==> config.mk <==
export PLATFORM = sky130hd
export DESIGN_NAME = onehot_encode_pipe
export DESIGN_NICKNAME = d
export VERILOG_FILES = /design/src/rtl/onehot_pkg.sv /design/src/rtl/onehot_encode_comb.sv /design/src/rtl/onehot_encode_pipe.sv
export SDC_FILE = /design/constraint.sdc
export NUM_CORES = 1
export LEC_CHECK = 0
export CAP_MARGIN = 20
export CORE_UTILIZATION = 30
export CTS_BUF_LIST = sky130_fd_sc_hd__clkbuf_16
export CTS_CLUSTER_SIZE = 24
export DETAILED_ROUTE_END_ITERATION = 10
export DONT_BUFFER_PORTS = 1
export GPL_TIMING_DRIVEN = 1
export PLACE_DENSITY = 0.44
export SYNTH_ARGS = -nofsm -noshare
export SYNTH_HDL_FRONTEND = slang
export SYNTH_SLANG_ARGS = --single-unit
==> constraint.sdc <==
create_clock -name clk -period 1.6 [get_ports clk]
set_input_delay 0.32 -clock clk [delete_from_list [all_inputs] [get_ports clk]]
set_output_delay 0.32 -clock clk [all_outputs]
set_load 0.05 [all_outputs]
==> src/rtl/onehot_pkg.sv <==
// Shared types and helpers for the one-hot encoder family.
//   enc_mode_e : how a word with several bits set maps to a binary index
//   flags_t    : word classification carried down the pipeline
//   bin_width  : index width for a given one-hot width (never below 1)
package onehot_pkg;

  typedef enum logic [1:0] {
    ENC_OR  = 2'd0,  // OR of all set indices, no priority
    ENC_LSB = 2'd1,  // lowest set index wins
    ENC_MSB = 2'd2   // highest set index wins
  } enc_mode_e;

  typedef struct packed {
    logic zero;
    logic multi;
  } flags_t;

  function automatic int bin_width(input int values);
    int w;
    w = $clog2(values);
    return (w < 1) ? 1 : w;
  endfunction

endpackage

==> src/rtl/onehot_encode_comb.sv <==
// Purely combinational one-hot to binary encoder with word classification.
// Ports:
//   vec   : one-hot input word (VALUES bits)
//   bin   : encoded index (bin_width(VALUES) bits), 0 for an all-zero word
//   zero  : no bit set
//   multi : more than one bit set
module onehot_encode_comb
  import onehot_pkg::*;
#(
  parameter int        VALUES = 8,
  parameter enc_mode_e MODE   = ENC_OR,
  localparam int       BIN_W  = bin_width(VALUES)
) (
  input  logic [VALUES-1:0] vec,
  output logic [BIN_W-1:0]  bin,
  output logic              zero,
  output logic              multi
);

  // 'seen' tracks whether a lower bit was already set, which gives both the
  // LSB priority and the multi-hot detection without a popcount adder.
  logic seen;

  always_comb begin
    bin   = '0;
    seen  = 1'b0;
    multi = 1'b0;
    for (int i = 0; i < VALUES; i++) begin
      if (vec[i]) begin
        case (MODE)
          ENC_OR:  bin = bin | BIN_W'(i);
          ENC_LSB: if (!seen) bin = BIN_W'(i);
          default: bin = BIN_W'(i);  // ENC_MSB: last set bit scanned wins
        endcase
        multi = multi | seen;
        seen  = 1'b1;
      end
    end
  end

  assign zero = ~|vec;

endmodule

==> src/rtl/onehot_encode_pipe.sv <==
// Two-stage, valid/ready handshaked one-hot to binary encoder.
// S1 holds the raw word; S2 holds the encoded index and flags.
// A saturating counter tallies accepted words that are zero or multi-hot.
// Ports:
//   clk, rst_n          : clock, asynchronous active-low reset
//   in_vec/in_valid     : upstream word and its valid
//   in_ready            : upstream word is accepted this cycle
//   out_bin/out_zero/
//   out_multi/out_valid : downstream result and its valid
//   out_ready           : downstream accepts this cycle
//   err_cnt/err_clr     : malformed-word count and its synchronous clear
module onehot_encode_pipe
  import onehot_pkg::*;
#(
  parameter int        VALUES = 8,
  parameter enc_mode_e MODE   = ENC_OR,
  parameter int        CNT_W  = 8,
  localparam int       BIN_W  = bin_width(VALUES)
) (
  input  logic              clk,
  input  logic              rst_n,
  input  logic [VALUES-1:0] in_vec,
  input  logic              in_valid,
  output logic              in_ready,
  output logic [BIN_W-1:0]  out_bin,
  output logic              out_zero,
  output logic              out_multi,
  output logic              out_valid,
  input  logic              out_ready,
  output logic [CNT_W-1:0]  err_cnt,
  input  logic              err_clr
);

  logic              s1_valid_reg;
  logic [VALUES-1:0] s1_vec_reg;
  logic              s2_valid_reg;
  logic [BIN_W-1:0]  s2_bin_reg;
  flags_t            s2_flags_reg;
  logic [CNT_W-1:0]  err_cnt_reg;
  logic [CNT_W-1:0]  err_cnt_next;

  logic              adv1;
  logic              adv2;
  logic              in_fire;
  logic              in_zero;
  logic              in_multi;
  logic              in_seen;
  logic [BIN_W-1:0]  enc_bin;
  logic              enc_zero;
  logic              enc_multi;

  // Each stage moves when it is empty or the stage after it moves, so a full
  // pipe with out_ready=1 still takes a new word every cycle.
  assign adv2     = !s2_valid_reg || out_ready;
  assign adv1     = !s1_valid_reg || adv2;
  assign in_ready = adv1;
  assign in_fire  = in_valid && adv1;

  // Classification of the incoming word, needed at S1 capture for the counter.
  always_comb begin
    in_seen  = 1'b0;
    in_multi = 1'b0;
    for (int i = 0; i < VALUES; i++) begin
      if (in_vec[i]) begin
        in_multi = in_multi | in_seen;
        in_seen  = 1'b1;
      end
    end
  end

  assign in_zero = ~|in_vec;

  onehot_encode_comb #(
    .VALUES (VALUES),
    .MODE   (MODE)
  ) u_enc (
    .vec   (s1_vec_reg),
    .bin   (enc_bin),
    .zero  (enc_zero),
    .multi (enc_multi)
  );

  // Clear first, then count, so clear plus a bad word in one cycle yields 1.
  always_comb begin
    err_cnt_next = err_clr ? '0 : err_cnt_reg;
    if (in_fire && (in_zero || in_multi) && (err_cnt_next != {CNT_W{1'b1}}))
      err_cnt_next = err_cnt_next + CNT_W'(1);
  end

  always_ff @(posedge clk or negedge rst_n) begin
    if (!rst_n) begin
      s1_valid_reg <= 1'b0;
      s1_vec_reg   <= '0;
      s2_valid_reg <= 1'b0;
      s2_bin_reg   <= '0;
      s2_flags_reg <= '0;
      err_cnt_reg  <= '0;
    end else begin
      if (adv1) begin
        s1_valid_reg <= in_valid;
        if (in_valid)
          s1_vec_reg <= in_vec;
      end
      if (adv2) begin
        s2_valid_reg <= s1_valid_reg;
        if (s1_valid_reg) begin
          s2_bin_reg         <= enc_bin;
          s2_flags_reg.zero  <= enc_zero;
          s2_flags_reg.multi <= enc_multi;
        end
      end
      err_cnt_reg <= err_cnt_next;
    end
  end

  assign out_valid = s2_valid_reg;
  assign out_bin   = s2_bin_reg;
  assign out_zero  = s2_flags_reg.zero;
  assign out_multi = s2_flags_reg.multi;
  assign err_cnt   = err_cnt_reg;

endmodule

==> results of run 1 <==
==> worst reg2reg max path: stages (launching register included) <==
cell,delay [ns]
dfrtp_2,0.36
nor2b_4,0.17
nand3_4,0.10
nor4_4,0.32
nand2_1,0.12
nand2_2,0.10
mux2_4,0.30
==> final cells by class <==
cell class / count / area [um^2]
Clock buffer: 3 / 75.1
Fill cell: 373 / 2170
Clock inverter: 1 / 5.00
Timing Repair Buffer: 23 / 183
Inverter: 1 / 3.75
Sequential cell: 23 / 578
Tap cell: 48 / 60.1
Multi-Input combinational cell: 90 / 694
==> placed cells by master (no fill, tap or decap), types with 2 or more instances in the layout <==
master,count
dfrtp_2,2
dfrtp_1,21
o21ai_0,4
mux2_2,8
nor2_1,8
clkbuf_16,3
a211o_1,2
nand3_1,5
buf_4,21
nand2_1,10
nor2b_1,4
nand4b_1,4
nand2b_1,4
nor4_1,5
xnor2_1,7
a21oi_1,3
nand4_1,2
mux2_4,2
==> worst paths after layout <==
path	endpoint	from	cells past startpoint
min in group asynchronous	out_bin[2]$_DFFE_PN0P_	rst_n	1
worst max register to register	err_cnt[1]$_DFF_PN0_	err_cnt[3]$_DFF_PN0_	6
worst min-delay path	s1_valid_reg$_DFFE_PN0N_	in_valid	1
max in group asynchronous	err_cnt[3]$_DFF_PN0_	rst_n	2
worst max-delay path	err_cnt[1]$_DFF_PN0_	err_cnt[3]$_DFF_PN0_	6
worst min register to register	out_valid$_DFFE_PN0P_	s1_valid_reg$_DFFE_PN0N_	1
==> metrics by stage <==
| stage | TNS [ns] | hold slack (ns) | total power [uW] |
|---|---|---|---|
| after floorplan | -3.92 | 0.0244 | 954 |
| after global placement | -0.0583 | 0.0251 | 1030 |
| after detailed placement | -0.178 | 0.0251 | 1030 |
| after CTS | 0 | 0.190 | 1600 |
| after global routing | -0.0656 | 0.186 | 1680 |
| final | 0 | 0.186 | 1590 |
==> logic make-up (layout without fill, tap and decap cells) <==
kind of cell / after synthesis / in the layout / synth area share, %
AOI/OAI and AO/OA: 12 / 12 / 6.35
xor gates and xnor gates: 7 / 7 / 5.02
adders and majority gates: 2 / 2 / 1.84
buffers and inverters: 2 / 28 / 1.23
DFF: 23 / 23 / 47.1
muxes: 10 / 10 / 9.52
and+or+nand+nor: 59 / 59 / 29.0
==> repair_timing <==
item | CTS | global route
endpoints found under the hold margin | 23 | 0
endpoints found under the setup margin | 1 | 3
hold buffers | 1 | 0
pin swaps | 0 | 6
gates resized for setup | 2 | 10
buffers inserted | 0 | 1
==> cell usage after synthesis, types with 2 or more instances <==
cell	count	area share, %
nor4_1	5	2.6
mux2_2	8	7.4
a211o_1	2	1.4
dfrtp_1	23	47
nor4_2	2	2.0
nand2b_1	4	2.0
nand4b_1	4	2.9
nor2b_1	6	3.1
nor2_1	8	2.5
nand4_1	2	1.0
nor3_1	2	0.82
o21ai_0	4	1.6
nand3_1	6	2.5
a21oi_1	3	1.2
nand2_1	11	3.4
xnor2_1	7	5.0
==> power by group through the flow <==
stage | sequential [uW] | combinational, uW | clock, uW
finish | 775 | 275 | 541
global route | 785 | 300 | 596
CTS | 773 | 265 | 560
detailed placement | 784 | 250 | 0
global placement | 782 | 246 | 0
floorplan | 815 | 139 | 0
==> layer usage <==
metal  share of wire [%]  track usage, %  routed length [um]
met1                  46            18.6                1300
met2                  46            23.2                1310
met3                 6.6            5.69                 187
met4                0.82            4.08                  23
met5                   0               0                   0
==> results.ini, run 1 <==
[clock_tree]
htreeDepth=1
tritoncts=yes
cts.sink_count=23
clock_tree.buffer_depth=2
cts_buffers=3
clk_pin_slew_worst_paths_ns=0.06
insertion_delay_ns=0.25
clockRootBuffer=clkbuf_16

[synth]
synth_seq_area_share_pct=47.1
async_flop_share_pct=100
synth-edff-count=0
ys_ff_latch=23
syn_inst=115
synth_nets=129
ys.warnings.count=0
syn_area_um2=1220
synth_cell_types=34
synthFlopType=dfrtp_1
syn_avg_cell_area_um2=10.6

[power]
internal-power_uw=1110
pwr-share-clk_pct=34.0
vdd_drop_max_mv=0.604
combPwrFrac_pct=17.3
p_leak_uw=0.000631
powerDensity_nw_per_um2=995
power_frac_seq_pct=48.7
netSwitchingFraction_pct=30.4
p_sw_uw=484

[placement]
gp_congestion=0.804
placed_cell_area_um2=1440
dp.cells=183
place_ws_ns=-0.0942
post-dp-hpwl_um=2090
io_buffers=0

[global_routing]
grt_pass1_wl_um=4770
grt-ovfl-total=0
antenna_found_initial=0
grt_max_degree=24
grt_pass1_vias=1027
grtUsageTotal_pct=14.8

[setup_path]
end_kind=register
crit_family=simple AND/OR/NAND/NOR gates
critPathSlowestCell=dfrtp_2
start_kind=register
max_stage_delay_ns=0.36
crit_required_ns=1.74
crit_arrival_ns=1.72
crit_chain=nor2b_4, nand3_4, nor4_4, nand2_1, nand2_2, mux2_4
cp_max_fo=2
critPathBufInv=0
crit_type=reg2reg
reg2reg_slack_ns=0.01

[sta]
drv_slew=0
min_period_ns=1.59
final_hold_viol_count=0
post-route-period-util_pct=99.2
fin_ws_ns=0.0127
timing.fmax_ghz=0.630
setup_viol=0
tightest_slew_ns=0.648
rsz0062_at_grt=yes
relSlewSlack_pct=56.7
clock_skew_ns=0.00312

[drt]
wl_per_cell_um=14.9
detail_route.vias_per_cell=5.04
route.detailed.drc=0
dr.pass1.iters=4
postRouteAntennaNets=0
drt_wl_total_um=2820
drt_iter0_drc=43
via_count=952

[floorplanning]
die_w_um=65.8
row_count=22
die_h_um=65.8
pin_count=28
start_util_pct=32.4
core_area_um2=3770
die-area_um2=4330

[layout]
antenna_cells=0
drive_gt1_share_pct=37.6
fin_area_um2=1600
finalNetCount=156
synthToLayoutAreaGrowth_pct=30.8
final_util_pct=42.4
fin_cells=189

[outcome]
status=finished clean

[run]
drv_cap=0

[min_path]
hp-class=in2reg

(Power assumes the default switching activity.)
==> inputs of run 2 (changes only) <==
CORE_MARGIN = 5   (was not set)
CTS_CLUSTER_SIZE = 40   (was 24)
==> results.ini, run 2 (same netlist as run 1, synthesis figures left out) <==
[sta]
tightest_slew_ns=0.481  ; -0.167 ns
post-route-period-util_pct=96.3  ; -2.9 points
setup_viol=0  ; unchanged
clock_skew_ns=0.00395  ; +0.000827 ns
timing.fmax_ghz=0.649  ; +3.0%
rsz0062_at_grt=yes
relSlewSlack_pct=67.9  ; +11 points
fin_ws_ns=0.0584  ; +0.0458 ns
drv_slew=0  ; unchanged
final_hold_viol_count=0  ; unchanged
min_period_ns=1.54  ; -0.0458 ns

[power]
powerDensity_nw_per_um2=1010  ; +1.4%
power_frac_seq_pct=47.9  ; -0.8 points
vdd_drop_max_mv=0.465  ; -23%
p_sw_uw=500  ; +3.3%
p_leak_uw=0.000639  ; +1.2%
internal-power_uw=1110  ; +0.52%
combPwrFrac_pct=17.4  ; about the same
pwr-share-clk_pct=34.6  ; +0.6 points
netSwitchingFraction_pct=31.0  ; +0.59 points

[layout]
drive_gt1_share_pct=35.7  ; -1.9 points
finalNetCount=158  ; +1.3%
fin_cells=193  ; +2.1%
final_util_pct=40.3  ; -2.1 points
antenna_cells=0  ; unchanged
final_common_cell=buf_4
fill_cells=389  ; +4.3%
synthToLayoutAreaGrowth_pct=30.8  ; unchanged
final_cell_mix=23 x buf_4, 21 x dfrtp_1, 10 x nand2_1, 8 x nor2_1, 8 x mux2_2

[setup_path]
crit_required_ns=1.74  ; about the same
max_stage_delay_ns=0.41  ; +0.05 ns
crit_chain=nor3_1, nand2b_1, a211o_1, a21oi_1, o31ai_1
crit_type=reg2reg
cp_max_fo=4  ; +2
end_kind=register
crit_arrival_ns=1.68  ; -0.04 ns
critPathSlowestCell=dfrtp_1
start_kind=register

[clock_tree]
cts_buffers=3  ; unchanged
clockRootBuffer=clkbuf_16
htreeDepth=1  ; unchanged
clock_tree.buffer_depth=2  ; unchanged
tritoncts=yes
cts.sink_count=23  ; unchanged
clk_pin_slew_worst_paths_ns=0.06  ; about the same
insertion_delay_ns=0.26  ; about the same

[global_routing]
grt_pass1_wl_um=4620  ; -3.0%
antenna_found_initial=0  ; unchanged
grtUsageTotal_pct=11.2  ; -3.6 points
grt-ovfl-total=0  ; unchanged
grt_max_degree=24  ; unchanged
grt_pass1_vias=962  ; -6.3%

[drt]
via_count=978  ; +2.7%
drt_wl_total_um=2830  ; +0.39%
wl_per_cell_um=14.7  ; -1.7%
dr.pass1.iters=6  ; +2
postRouteAntennaNets=0  ; unchanged
drt_iter0_drc=41  ; -4.7%
detail_route.vias_per_cell=5.07  ; +0.60%
route.detailed.drc=0  ; unchanged

[placement]
io_buffers=0  ; unchanged
gp_congestion=0.789  ; -1.9%
dp.cells=186  ; +1.6%
place_ws_ns=-0.106  ; -0.0116 ns
post-dp-hpwl_um=2210  ; +5.4%

[floorplanning]
core_area_um2=3970  ; +5.3%
row_count=23  ; +4.5%
die_h_um=73.8  ; +12%
pin_count=28  ; unchanged
die-area_um2=5450  ; +26%
start_util_pct=30.8  ; -1.6 points
die_w_um=73.8  ; +12%

[min_path]
hp-class=in2reg

[run]
drv_cap=0  ; unchanged

[outcome]
status=finished clean

run 2: changes by cell type in the layout (fill, tap and decap cells not counted):
| cell | delta |
|---|---|
| nor3_1 | +1 |
| buf_12 | +1 |
| a2111oi_2 | -1 |
| buf_8 | -1 |
| nor2b_1 | +1 |
| clkinv_2 | -1 |
| nor2b_2 | -1 |
| nor3_2 | -1 |
| buf_4 | +2 |
| a2111oi_1 | +1 |
| nand3_4 | -1 |
| clkinvlp_4 | +1 |
| nand3_1 | +1 |
run 2: layout make-up:
type / count / area [um^2] / share of cell area (%)
Timing Repair Buffer: 25 / 203 / 12.7
Tap cell: 50 / 62.6 / 3.91
Multi-Input combinational cell: 90 / 669 / 41.9
Inverter: 1 / 3.75 / 0.235
Clock buffer: 3 / 75.1 / 4.69
Clock inverter: 1 / 7.51 / 0.469
Sequential cell: 23 / 578 / 36.2
run 2: path summary, 6_finish.rpt:
path | cells after the start | slack, ns | from | endpoint
max | 5 | 0.06 | s1_vec_reg[1]$_DFFE_PN0P_ | out_multi$_DFFE_PN0P_
min | 1 | 0.19 | in_valid | s1_valid_reg$_DFFE_PN0N_
max reg2reg | 5 | 0.06 | s1_vec_reg[1]$_DFFE_PN0P_ | out_multi$_DFFE_PN0P_
min reg2reg | 1 | 0.54 | s1_valid_reg$_DFFE_PN0N_ | out_valid$_DFFE_PN0P_
max in group asynchronous | 2 | 0.95 | rst_n | err_cnt[3]$_DFF_PN0_
min in group asynchronous | 2 | 0.48 | rst_n | s1_vec_reg[3]$_DFFE_PN0P_
run 2: worst max-delay path, delay by kind of cell (launching register included):
family | cells | cell delay (ns)
simple gates | 2 | 0.45
compound gates | 3 | 0.56
flops | 1 | 0.41
run 2: per-stage QoR:
step / hold slack, ns / TNS [ns] / area [um^2] / total power, uW
after floorplan: 0.0244 / -3.92 / 1240 / 954
after global placement: 0.0254 / -0.0786 / 1450 / 1030
after detailed placement: 0.0255 / -0.202 / 1450 / 1040
after CTS: 0.190 / 0 / 1570 / 1620
after global routing: 0.194 / -0.0151 / 1600 / 1690
final: 0.186 / 0 / 1600 / 1610
run 2: power by group through the flow:
stage,logic (uW),clock network (uW),registers (uW)
after CTS,274,573,774
final,281,559,773
after floorplan,139,0,815
after global placement,247,0,783
after detailed placement,252,0,786
after global routing,304,604,783
run 2: layer usage:
layer,vias up,wire (um),global-route usage (%)
li1,479,-,-
met1,461,1330,15.2
met2,33,1230,15.6
met3,5,213,3.97
met4,0,51,5.43
met5,-,0,0
run 2: timing repair:
| action | CTS | global route |
|---|---|---|
| resized for setup | 1 | 6 |
| hold buffers | 2 | 0 |
| setup buffers | 0 | 1 |
| pin swaps | 0 | 4 |
| endpoints found under the hold margin | 23 | 0 |
| setup endpoints to repair | 1 | 3 |
==> inputs of run 3 (changes only) <==
==> constraint.sdc (replaced) <==
create_clock -name clk -period 1.6 [get_ports clk]
set_input_delay 0.32 -clock clk [delete_from_list [all_inputs] [get_ports clk]]
set_output_delay 0.32 -clock clk [all_outputs]
set_load 0.005 [all_outputs]
==> results.ini, run 3 (same netlist as run 1, synthesis figures left out) <==
[min_path]
hp-start=in_valid
hp-class=in2reg

[drt]
wl_per_cell_um=15.2  ; +3.6%
via_count=944  ; -3.5%
drt_wl_total_um=2850  ; +0.88%
detail_route.vias_per_cell=5.02  ; -0.91%
route.detailed.drc=0  ; unchanged
postRouteAntennaNets=0  ; unchanged
dr.pass1.iters=4  ; -2
drt_iter0_drc=16  ; -61%

[setup_path]
crit_chain=nand3b_1, nand2_2, nor3_4, nor3b_2, mux2_4
r2r-start=out_valid$_DFFE_PN0P_
critPathSlowestCell=dfrtp_1
cp_max_fo=3  ; -1
max_stage_delay_ns=0.41  ; about the same
crit_arrival_ns=1.64  ; -0.04 ns
crit_start=out_valid$_DFFE_PN0P_
end_kind=register
start_kind=register
crit_type=reg2reg
crit_required_ns=1.74  ; about the same

[sta]
holdWs_ns=0.189  ; +0.00345 ns
post-route-period-util_pct=93.9  ; -2.4 points
min_period_ns=1.50  ; -0.0384 ns
setup_viol=0  ; unchanged
clock_skew_ns=0.00441  ; +0.000458 ns
drv_slew=0  ; unchanged
final_hold_viol_count=0  ; unchanged
relSlewSlack_pct=59.1  ; -8.8 points
tightest_slew_ns=0.611  ; +0.130 ns
timing.fmax_ghz=0.665  ; +2.6%

[floorplanning]
row_count=23  ; unchanged
die_w_um=73.8  ; unchanged
pin_count=28  ; unchanged
core_area_um2=3970  ; unchanged
die_h_um=73.8  ; unchanged
start_util_pct=30.8  ; unchanged
die-area_um2=5450  ; unchanged

[placement]
io_buffers=0  ; unchanged
post-dp-hpwl_um=2180  ; -1.3%
placed_cell_area_um2=1420  ; -2.6%
gp_congestion=0.752  ; -4.7%

[clock_tree]
tritoncts=yes
clk_pin_slew_worst_paths_ns=0.06  ; about the same
insertion_delay_ns=0.25  ; about the same
htreeDepth=1  ; unchanged
cts.sink_count=23  ; unchanged
clockRootBuffer=clkbuf_16
clock_tree.buffer_depth=2  ; unchanged
cts_buffers=3  ; unchanged

[global_routing]
busiest_layer=met2
antenna_found_initial=0  ; unchanged
grt_pass1_vias=991  ; +3.0%
grtUsageTotal_pct=11.2  ; +0.050 points
grt-ovfl-total=0  ; unchanged
grtUsageMet2_pct=16.5  ; +0.89 points
met1_usage_pct=15.9  ; +0.73 points
grt_pass1_wl_um=4800  ; +3.7%
grt_max_degree=24  ; unchanged
grt_use_met3_pct=3.01  ; -0.96 points

[run]
drv_cap=0  ; unchanged

[layout]
final_util_pct=39.4  ; -0.91 points
finalNetCount=153  ; -3.2%
antenna_cells=0  ; unchanged
fill_cells=403  ; +3.6%
synthToLayoutAreaGrowth_pct=27.8
fin_area_um2=1560  ; -2.3%
drive_gt1_share_pct=34.8  ; -0.88 points
final_common_cell=dfrtp_1
final_cell_mix=23 x dfrtp_1, 18 x buf_4, 9 x nand2_1, 8 x nor2_1, 8 x mux2_2

[power]
p_leak_uw=0.000611  ; -4.3%
totalPowerFinal_uw=1470  ; -8.7%
powerDensity_nw_per_um2=943  ; -6.5%
vdd_drop_max_mv=0.354  ; -24%

[outcome]
status=finished clean

## run 3: critical path, delay by kind of cell, from the launching register on
kind / cells / cell delay [ns]
mux: 1 / 0.31
flops: 1 / 0.41
simple gates: 4 / 0.66
## run 3: metal layers
layer / vias to the layer above / wire, um
li1: 465 / -
met1: 453 / 1380
met2: 24 / 1240
met3: 2 / 191
met4: 0 / 34
met5: - / 0
## run 3: repair_timing
action / 4_1_cts / 5_1_grt
endpoints found under the setup margin: 1 / 6
gates resized for setup: 1 / 8
hold endpoints to repair: 23 / 0
hold buffers: 1 / 0
pin swaps: 2 / 2
setup buffers: 1 / 0
## run 3: worst paths after layout
| kind | end | slack [ns] | cells past startpoint |
|---|---|---|---|
| worst max-delay path | err_cnt[4]$_DFF_PN0_ | 0.1 | 5 |
| worst min-delay path | s1_valid_reg$_DFFE_PN0N_ | 0.19 | 1 |
| worst max register to register | err_cnt[4]$_DFF_PN0_ | 0.1 | 5 |
| worst min register to register | out_bin[1]$_DFFE_PN0P_ | 0.51 | 2 |
| max in group asynchronous | err_cnt[5]$_DFF_PN0_ | 0.59 | 2 |
| min in group asynchronous | s1_vec_reg[2]$_DFFE_PN0P_ | 0.51 | 1 |
## run 3: layout make-up
type | instances | area (um^2) | area share (%)
tap | 50 | 62.6 | 4.00
inverter | 1 | 3.75 | 0.240
clock inverter | 1 | 7.51 | 0.480
clock buffer | 3 | 75.1 | 4.80
multi-input combinational | 90 | 678 | 43.4
sequential | 23 | 576 | 36.8
timing repair buffer | 20 | 160 | 10.2
## run 3: stage by stage
step	setup slack, ns	TNS (ns)	std cells
2_1_floorplan	-0.0551	-0.0551	115
3_3_place_gp	-0.0278	-0.0278	181
3_5_place_dp	-0.0620	-0.0876	181
4_1_cts	0.00410	0	187
5_1_grt	-0.0183	-0.0183	188
6_report	0.0968	0	188
## run 3: power by group
group          internal [uW]  switching (uW)  total (uW)
registers                645            60.4         705
logic                    122            96.6         219
clock network            338             211         549
